[src/rtl/auth_pkg.sv]
// Shared types and constants for the rider-authorization receiver.
// Holds the UART receiver and authorization state encodings plus command bytes.
package auth_pkg;

  localparam int unsigned BYTE_W    = 8;
  localparam int unsigned BIT_CNT_W = 4;

  localparam logic [BYTE_W-1:0] CMD_GO   = 8'h47;
  localparam logic [BYTE_W-1:0] CMD_STOP = 8'h53;

  typedef enum logic [1:0] {
    IDLE,
    START,
    DATA,
    STOP
  } rx_state_t;

  typedef enum logic [1:0] {
    OFF,
    PWR1,
    PWR2
  } auth_state_t;

endpackage

[src/rtl/auth_rx_uart_rx.sv]
// UART 8N1 receiver: RX synchronizer, mid-bit baud timing, LSB-first shifter.
// Emits a one-cycle rx_rdy for a good stop bit, or frm_err when the stop bit is low.
module uart_rx
  import auth_pkg::*;
#(
  parameter int unsigned BAUD_DIV = 2604
) (
  input  logic              clk,
  input  logic              rst,
  input  logic              i_rx,
  output logic [BYTE_W-1:0] o_rx_data,
  output logic              o_rx_rdy,
  output logic              o_frm_err
);

  localparam int unsigned          CNT_W    = $clog2(BAUD_DIV + 1);
  localparam logic [CNT_W-1:0]     FULL_BIT = CNT_W'(BAUD_DIV);
  localparam logic [CNT_W-1:0]     HALF_BIT = CNT_W'(BAUD_DIV / 2);
  localparam logic [BIT_CNT_W-1:0] LAST_BIT = BIT_CNT_W'(BYTE_W - 1);

  logic                 r_rx_meta;
  logic                 r_rx_sync;
  rx_state_t            r_state;
  rx_state_t            w_state_nxt;
  logic [CNT_W-1:0]     r_baud_cnt;
  logic [BIT_CNT_W-1:0] r_bit_cnt;
  logic [BYTE_W-1:0]    r_shift;
  logic [BYTE_W-1:0]    r_rx_data;
  logic                 r_rx_rdy;
  logic                 r_frm_err;

  logic w_baud_done;
  logic w_load_half;
  logic w_load_full;
  logic w_clr_bits;
  logic w_shift_en;
  logic w_rdy_set;
  logic w_err_set;

  // Two-flop synchronizer; idles high so reset never looks like a start bit.
  always_ff @(posedge clk) begin
    if (rst) begin
      r_rx_meta <= 1'b1;
      r_rx_sync <= 1'b1;
    end else begin
      r_rx_meta <= i_rx;
      r_rx_sync <= r_rx_meta;
    end
  end

  // Counter reloads every expiry, so a bit period is exactly BAUD_DIV cycles.
  assign w_baud_done = (r_baud_cnt == CNT_W'(1));

  always_ff @(posedge clk) begin
    if (rst) begin
      r_state <= IDLE;
    end else begin
      r_state <= w_state_nxt;
    end
  end

  always_comb begin
    w_state_nxt = r_state;
    w_load_half = 1'b0;
    w_load_full = 1'b0;
    w_clr_bits  = 1'b0;
    w_shift_en  = 1'b0;
    w_rdy_set   = 1'b0;
    w_err_set   = 1'b0;
    case (r_state)
      IDLE: begin
        if (!r_rx_sync) begin
          w_state_nxt = START;
          w_load_half = 1'b1;
        end
      end
      START: begin
        if (w_baud_done) begin
          if (r_rx_sync) begin
            w_state_nxt = IDLE;
          end else begin
            w_state_nxt = DATA;
            w_load_full = 1'b1;
            w_clr_bits  = 1'b1;
          end
        end
      end
      DATA: begin
        if (w_baud_done) begin
          w_shift_en  = 1'b1;
          w_load_full = 1'b1;
          if (r_bit_cnt == LAST_BIT) begin
            w_state_nxt = STOP;
          end
        end
      end
      STOP: begin
        if (w_baud_done) begin
          w_state_nxt = IDLE;
          if (r_rx_sync) begin
            w_rdy_set = 1'b1;
          end else begin
            w_err_set = 1'b1;
          end
        end
      end
      default: w_state_nxt = IDLE;
    endcase
  end

  // Baud counter, bit counter and LSB-first shift register.
  always_ff @(posedge clk) begin
    if (rst) begin
      r_baud_cnt <= '0;
      r_bit_cnt  <= '0;
      r_shift    <= '0;
    end else begin
      if (w_load_full) begin
        r_baud_cnt <= FULL_BIT;
      end else if (w_load_half) begin
        r_baud_cnt <= HALF_BIT;
      end else if (r_baud_cnt != '0) begin
        r_baud_cnt <= r_baud_cnt - CNT_W'(1);
      end

      if (w_clr_bits) begin
        r_bit_cnt <= '0;
      end else if (w_shift_en) begin
        r_bit_cnt <= r_bit_cnt + BIT_CNT_W'(1);
      end

      if (w_shift_en) begin
        r_shift <= {r_rx_sync, r_shift[BYTE_W-1:1]};
      end
    end
  end

  always_ff @(posedge clk) begin
    if (rst) begin
      r_rx_data <= '0;
      r_rx_rdy  <= 1'b0;
      r_frm_err <= 1'b0;
    end else begin
      r_rx_rdy  <= w_rdy_set;
      r_frm_err <= w_err_set;
      if (w_rdy_set) begin
        r_rx_data <= r_shift;
      end
    end
  end

  assign o_rx_data = r_rx_data;
  assign o_rx_rdy  = r_rx_rdy;
  assign o_frm_err = r_frm_err;

endmodule

[src/rtl/auth_rx.sv]
// Segway power authorization: decodes rider G/S commands from the BLE UART.
// A stop request is held off (PWR2) until the load cells report the rider is off.
module auth_rx
  import auth_pkg::*;
#(
  parameter int unsigned       BAUD_DIV     = 2604,
  parameter logic [BYTE_W-1:0] CMD_GO_VAL   = CMD_GO,
  parameter logic [BYTE_W-1:0] CMD_STOP_VAL = CMD_STOP
) (
  input  logic              clk,
  input  logic              rst,
  input  logic              RX,
  input  logic              rider_off,
  output logic              pwr_up,
  output logic [BYTE_W-1:0] rx_data,
  output logic              rx_rdy,
  output logic              frm_err
);

  logic [BYTE_W-1:0] w_rx_data;
  logic              w_rx_rdy;
  logic              w_frm_err;
  logic              w_go;
  logic              w_stop;

  auth_state_t r_state;
  auth_state_t w_state_nxt;
  logic        r_pwr_up;

  uart_rx #(
    .BAUD_DIV (BAUD_DIV)
  ) u_uart_rx (
    .clk       (clk),
    .rst       (rst),
    .i_rx      (RX),
    .o_rx_data (w_rx_data),
    .o_rx_rdy  (w_rx_rdy),
    .o_frm_err (w_frm_err)
  );

  assign w_go   = w_rx_rdy && (w_rx_data == CMD_GO_VAL);
  assign w_stop = w_rx_rdy && (w_rx_data == CMD_STOP_VAL);

  always_ff @(posedge clk) begin
    if (rst) begin
      r_state <= OFF;
    end else begin
      r_state <= w_state_nxt;
    end
  end

  // A fresh G in PWR2 wins over rider_off arriving in the same cycle.
  always_comb begin
    w_state_nxt = r_state;
    case (r_state)
      OFF: begin
        if (w_go) begin
          w_state_nxt = PWR1;
        end
      end
      PWR1: begin
        if (w_stop) begin
          w_state_nxt = rider_off ? OFF : PWR2;
        end
      end
      PWR2: begin
        if (w_go) begin
          w_state_nxt = PWR1;
        end else if (rider_off) begin
          w_state_nxt = OFF;
        end
      end
      default: w_state_nxt = OFF;
    endcase
  end

  // pwr_up tracks the state being entered, giving one clock from rx_rdy.
  always_ff @(posedge clk) begin
    if (rst) begin
      r_pwr_up <= 1'b0;
    end else begin
      r_pwr_up <= (w_state_nxt != OFF);
    end
  end

  assign pwr_up  = r_pwr_up;
  assign rx_data = w_rx_data;
  assign rx_rdy  = w_rx_rdy;
  assign frm_err = w_frm_err;

endmodule
[config.mk]
export PLATFORM = sky130hd
export DESIGN_NAME = auth_rx
export DESIGN_NICKNAME = d
export VERILOG_FILES = /design/src/rtl/auth_pkg.sv /design/src/rtl/auth_rx_uart_rx.sv /design/src/rtl/auth_rx.sv
export SDC_FILE = /design/constraint.sdc
export NUM_CORES = 1
export LEC_CHECK = 0
export BUFFER_PORTS_ARGS = -buffer_cell sky130_fd_sc_hd__buf_4
export CAP_MARGIN = 5
export CORE_UTILIZATION = 40
export CTS_CLUSTER_SIZE = 16
export DETAILED_ROUTE_END_ITERATION = 6
export PLACE_DENSITY_LB_ADDON = 0.2
export SKIP_LAST_GASP = 1
export SLEW_MARGIN = 20
export SYNTH_ARGS = -nofsm -noshare
export SYNTH_HDL_FRONTEND = slang
export SYNTH_HIERARCHICAL = 1
export SYNTH_SLANG_ARGS = --single-unit
[constraint.sdc]
create_clock -name clk -period 2.7 [get_ports clk]
set_clock_uncertainty 0.15 [all_clocks]
set_input_delay 0.135 -clock clk [delete_from_list [all_inputs] [get_ports clk]]
set_output_delay 0.135 -clock clk [all_outputs]
set_load 0.03 [all_outputs]
# Word level (Yosys, flattened, before mapping)
# Index checks and enable logic that the tools add are counted.
[totals]
regBits = 41
latchBits = 0
ramBits = 0
rom_bits = 0
inputBits = 4
n_memories = 0
[classes]
add_sub_neg = 2
n_mul = 0
div_mod_pow = 0
magnitude_cmp = 0
n_eq_ne = 14
n_shift = 0
n_mux = 26
n_bitwise = 1
n_reduce_logical = 13
[ops]
columns = ["op", "n"]
rows = [
  ["12-bit two-way mux", 3],
  ["2-bit two-way mux", 11],
  ["8-bit by 7-bit == test with 1-bit output (second input constant)", 2],
  ["12-bit by 1-bit == test with 1-bit output (second input constant)", 1],
  ["12-bit nonzero test", 1],
  ["12-bit by 1-bit subtractor with 12-bit output (second input constant)", 1],
  ["1-bit two-way mux", 9],
  ["2-bit by 1-bit != test with 1-bit output (second input constant)", 4],
  ["2-bit case mux with 4 select lines", 1],
  ["2-bit == test (second input constant)", 3],
  ["2-bit case mux with 3 select lines", 1],
  ["2-bit OR reduction", 3],
  ["5-bit AND reduction", 1],
  ["4-bit by 1-bit adder with 4-bit output (second input constant)", 1],
  ["2-bit by 1-bit == test with 1-bit output (second input constant)", 2],
  ["4-bit by 3-bit == test with 1-bit output (second input constant)", 1],
  ["2-bit zero test", 2],
  ["2-bit nonzero test", 2],
  ["3-bit nonzero test", 1],
  ["3-bit OR reduction", 1],
  ["1-bit logical AND", 2],
  ["2-bit != test (second input constant)", 1],
  ["1-bit case mux with 2 select lines", 1],
  ["1-bit inverter", 1],
]

# Longest topological paths before layout
[logic_depth]
word_depth = 5
depth_mapped = 8
depth_no_buf = 7

# Modules after synthesis
# Netlist, hierarchy kept.
[modules_own_cells]
columns = ["module", "instances", "cells_each", "area_per_inst_um2", "seq_area_each_um2"]
rows = [
  ["uart_rx", 1, 204, 1715.4, 760.7],
  ["auth_rx", 1, 22, 207.7, 60.1],
]

# Least setup slack after synthesis
# Ideal clock, no wire load.
[synth_timing]
kind = "reg2reg"
startpoint = "register u_uart_rx.r_baud_cnt[7]"
endpoint = "register u_uart_rx.r_state[0]"
setup_ns = 0.086
arrival_time_ns = 1.658
required_ns = 2.464
path_slack_ns = 0.806
path_stages_with_launch = 7
n_path_buf = 1
path_cell_list = "dfxtp_1 nor4_4 nand3_2 buf_6 a222oi_1 nor2_1 a211oi_1"
[synth_between]
elab_chain_cells = 3
elab_cells_between_ends = 5
cone_classes = "4 x eq/ne; 1 x reduce/logical"
[synth_rtl]
columns = ["item", "line", "rtl"]
rows = [
  ["start, declared", "auth_rx_uart_rx.sv:25", "logic [CNT_W-1:0] r_baud_cnt;"],
  ["start signal, assigned", "auth_rx_uart_rx.sv:123", "r_baud_cnt <= r_baud_cnt - CNT_W'(1);"],
  ["12-bit by 1-bit == test with 1-bit output *", "auth_rx_uart_rx.sv:52", "assign w_baud_done = (r_baud_cnt == CNT_W'(1));"],
  ["2-bit by 1-bit != test with 1-bit output (no line)", "-", ""],
  ["5-bit AND reduction (no line) *", "-", ""],
  ["end signal, assigned", "auth_rx_uart_rx.sv:58", "r_state <= w_state_nxt;"],
  ["end, declared", "auth_rx_uart_rx.sv:23", "rx_state_t r_state;"],
]
# Every way passes the cells marked *; elsewhere a longest branch is shown, timed or not.
# A chain may end at the register's enable or synchronous reset.

# Worst setup path after layout
[layout_timing]
startpoint = "register u_uart_rx.r_state[0]"
endpoint = "register u_uart_rx.r_state[0]"
[layout_between]
elab_chain_cells = 3
elab_cells_between_ends = 11
cone_classes = "8 x eq/ne; 1 x mux; 2 x reduce/logical"
[layout_rtl]
columns = ["item", "line", "rtl"]
rows = [
  ["2-bit == test (tied with other cells)", "auth_rx_uart_rx.sv:70", "case (r_state)"],
  ["2-bit by 1-bit != test with 1-bit output (no line) / 2-bit != test (equally long branches)", "-", ""],
  ["5-bit AND reduction (no line)", "-", ""],
]
# Parallel ways exist; a longest one is shown, timed or not.

==> results.toml <==
[yosys]
synthArstFlopShare_pct = 0
yosysWarnings = 6
synth_xor_area_share_pct = 3.643
syn_inst = 226
synth-seq-cells = 41
synth_edf_count = 0
synth_fa_ha_area_share_pct = 4.554
muxShareOfSynthArea_pct = 0
syn_area_um2 = 1923
synth-compound-area-share_pct = 13.92
synthFlopType = "dfxtp_1"
ys_types = 43
synth_top_family_by_area = "simple AND/OR/NAND/NOR gates"
syn_area_per_cell_um2 = 8.509
yosysSeqAreaShare_pct = 42.68
synth.net_count = 237
yosys-top-cells-area = "dfxtp_1, nand2_1, a21oi_1, ha_1, nor2_1"
synth_simple_gate_area_share_pct = 31.88
synth_area_leader_cell = "dfxtp_1"
synth.top_cell.area_share_pct = 42.68

[detailed_routing]
wl_mm = 3.877
wire_per_inst_um = 13.32
postRouteAntennaNets = 0
avgViaCountPerCell = 5.436
dr_total_vias = 1582
drt_pass1_iterations = 7
drtIter0Drc = 137
post-route-drc-count = 1

[final_layout]
finalNonFillerCells = 291
area_delta_synth_final_pct = 13.08
final.fill_count = 429
antenna_cells = 0
drive_gt1_share_pct = 13.81
nets = 249
multiInputGateArea_um2 = 1039
regArea_um2 = 820.8
utilization_pct = 48.60

[cts]
ctsRootBufferMaster = "clkbuf_8"
clk_path_buf_depth = 2
cts_buffers = 5
insertion_delay_ns = 0.29
post_cts_buffers = 0
clk_pin_slew_ns = 0.08
htreeDepth = 2
tritoncts = "built"
clock_sinks = 41

[placed_design]
place_hpwl_mm = 2.601
place_inst = 282
numPortBuffers = 14
gp_congestion = 0.8433

[floorplan]
die_w_um = 71.34
fp.dieArea_um2 = 5089
pin_count = 15
core_area_um2 = 4474
fp-row-count = 24
start_util_pct = 42.98
fp.dieH_um = 71.34

[power_and_ir_drop]
power_density_nw_per_um2 = 866.3
peakVddDrop_mv = 0.2824
power_frac_clock_pct = 27.0
power.leakage_uw = 0.0007634
total_power_uw = 1884
power_frac_comb_pct = 31.3
swShare_pct = 32.87
seq_power_share_pct = 41.8
intPower_uw = 1265
p_sw_uw = 619.2

[timing]
hold_viol = 0
min_period_ns = 2.338
tightestPinTransition_ns = 0.6482
setup_tns_ns = 0
setup-violations-final = 0
finalCritPeriodShare_pct = 86.59
fmax_mhz = 427.7
maxSlewViolCount = 0
rsz0062_at_grt = "no"
slew_headroom_pct = 56.79

[global_route]
antenna_found_initial = 0
grt-ovfl-total = 0
grt_pass1_vias = 1457
grt_start_max_net_pins = 39
track_usage_pct = 16.78
grt_pass1_wl_mm = 6.706

[worst_setup_path]
crit_type = "reg -> reg"
path_max_fanout = 12
arrival_ns = 2.39
cp.required_ns = 2.75
endpoint_kind = "flop"
start_kind = "flop"
ff2ff_path_depth = 6

[outcome]
violations = "design-rule violations"
outcome = "finished, violations left"

[hold_path]
hold_path.class = "in -> reg"
min_path_cells = 3

[run]
cap_violations = 0
-- cell usage after synthesis, types with 3 or more instances --
master / number
or2_2: 3
nand4b_1: 3
nor2b_1: 4
a21oi_1: 27
nor4_1: 3
clkbuf_1: 9
or3_1: 3
nand3_1: 3
xnor2_1: 6
nand2_1: 41
nor3_1: 5
nor2_1: 15
dfxtp_1: 41
nand3b_1: 5
ha_1: 7
nor3b_1: 3
inv_1: 5
o21ai_0: 10
nand4_1: 3
-- layer usage --
layer | wire length [um] | part of all wire [%] | GRT usage, %
met5 | 0 | 0 | 0
met4 | 29 | 0.75 | 6.000
met3 | 85 | 2.2 | 5.204
met2 | 1735 | 45 | 25.82
met1 | 2026 | 52 | 22.20
-- power by group through the flow --
stage	Combinational [uW]	Sequential (uW)	Clock [uW]
floorplan	510	780	0
global placement	580	796	0
detailed placement	581	800	0
CTS	590	786	525
global route	674	800	552
finish	589	787	508
-- repair_timing --
action | 4_1_cts | 5_1_grt
hold endpoints to repair | 1 | 0
hold buffers | 1 | 0
resized for setup | 0 | 0
-- cell families (layout without fill, tap and decap cells) --
group / Yosys count / in the layout
buffers and inverters: 15 / 28
AO/OA/AOI/OAI: 47 / 47
XOR/XNOR: 8 / 8
flip-flops: 41 / 41
adder cells (fa/ha/maj): 7 / 7
AND/OR/NAND/NOR: 108 / 108
-- placed cells by master (no fill, tap or decap), drive strengths merged, types with 2 or more instances in the layout --
| cell type | synthesis | layout |
|---|---|---|
| dfxtp | 41 | 41 |
| nand2 | 41 | 41 |
| a21oi | 27 | 27 |
| nor2 | 15 | 15 |
| buf | 1 | 14 |
| o21ai | 10 | 10 |
| ha | 7 | 7 |
| clkbuf | 9 | 7 |
| xnor2 | 6 | 6 |
| nand3b | 5 | 5 |
| inv | 5 | 5 |
| nor3 | 5 | 5 |
| nor4 | 5 | 5 |
| nor2b | 4 | 4 |
| nand3 | 4 | 4 |
| or3 | 4 | 4 |
| nor3b | 3 | 3 |
| nand4b | 3 | 3 |
| nand4 | 3 | 3 |
| or2 | 3 | 3 |
| nor4b | 3 | 3 |
| a31oi | 2 | 2 |
| nand2b | 2 | 2 |
| xor2 | 2 | 2 |
| o31ai | 2 | 2 |
| or3b | 2 | 2 |
-- sequential cells by signal, summed over array words and instances, names as in the netlist, named ones only --
name,flops
pwr_up,1
r_state,2
u_uart_rx/o_frm_err,1
u_uart_rx/o_rx_data,8
u_uart_rx/o_rx_rdy,1
u_uart_rx/r_baud_cnt,12
u_uart_rx/r_bit_cnt,4
u_uart_rx/r_rx_meta,1
u_uart_rx/r_rx_sync,1
u_uart_rx/r_shift,8
u_uart_rx/r_state,1
-- per-stage QoR --
| stage | cell area, um^2 | worst slack (ns) | hold WS (ns) |
|---|---|---|---|
| floorplan | 1923 | 0.8060 | 0.08881 |
| global placement | 2048 | 0.6015 | 0.1696 |
| detailed placement | 2048 | 0.4638 | 0.1729 |
| CTS | 2175 | 0.3765 | 0.03242 |
| global route | 2175 | 0.07714 | 0.04952 |
| finish | 2175 | 0.3620 | 0.04267 |
-- worst max-delay path, stage by stage (launching register included) --
cell	delay, ns
dfxtp_1	0.43
inv_1	0.09
ha_1	0.33
or3_1	0.41
a222oi_1	0.52
nor2_1	0.09
a211oi_1	0.24
-- worst paths after layout --
path / start / end / slack (ns)
worst min-delay path: rider_off / r_state[1] / 0.04
worst max-delay path: u_uart_rx/r_state[0] / u_uart_rx/r_state[0] / 0.36
worst min register to register: u_uart_rx/r_rx_meta / u_uart_rx/r_rx_sync / 0.27
worst max register to register: u_uart_rx/r_state[0] / u_uart_rx/r_state[0] / 0.36
-- cell type report --
class	instances	share of cell area [%]
Multi-Input combinational cell	170	47.76
Sequential cell	41	37.74
Timing Repair Buffer	15	5.293
Clock buffer	7	3.970
Tap cell	52	2.992
Clock inverter	1	1.381
Inverter	5	0.8631
No activity file was read; power rests on OpenSTA's default activity.
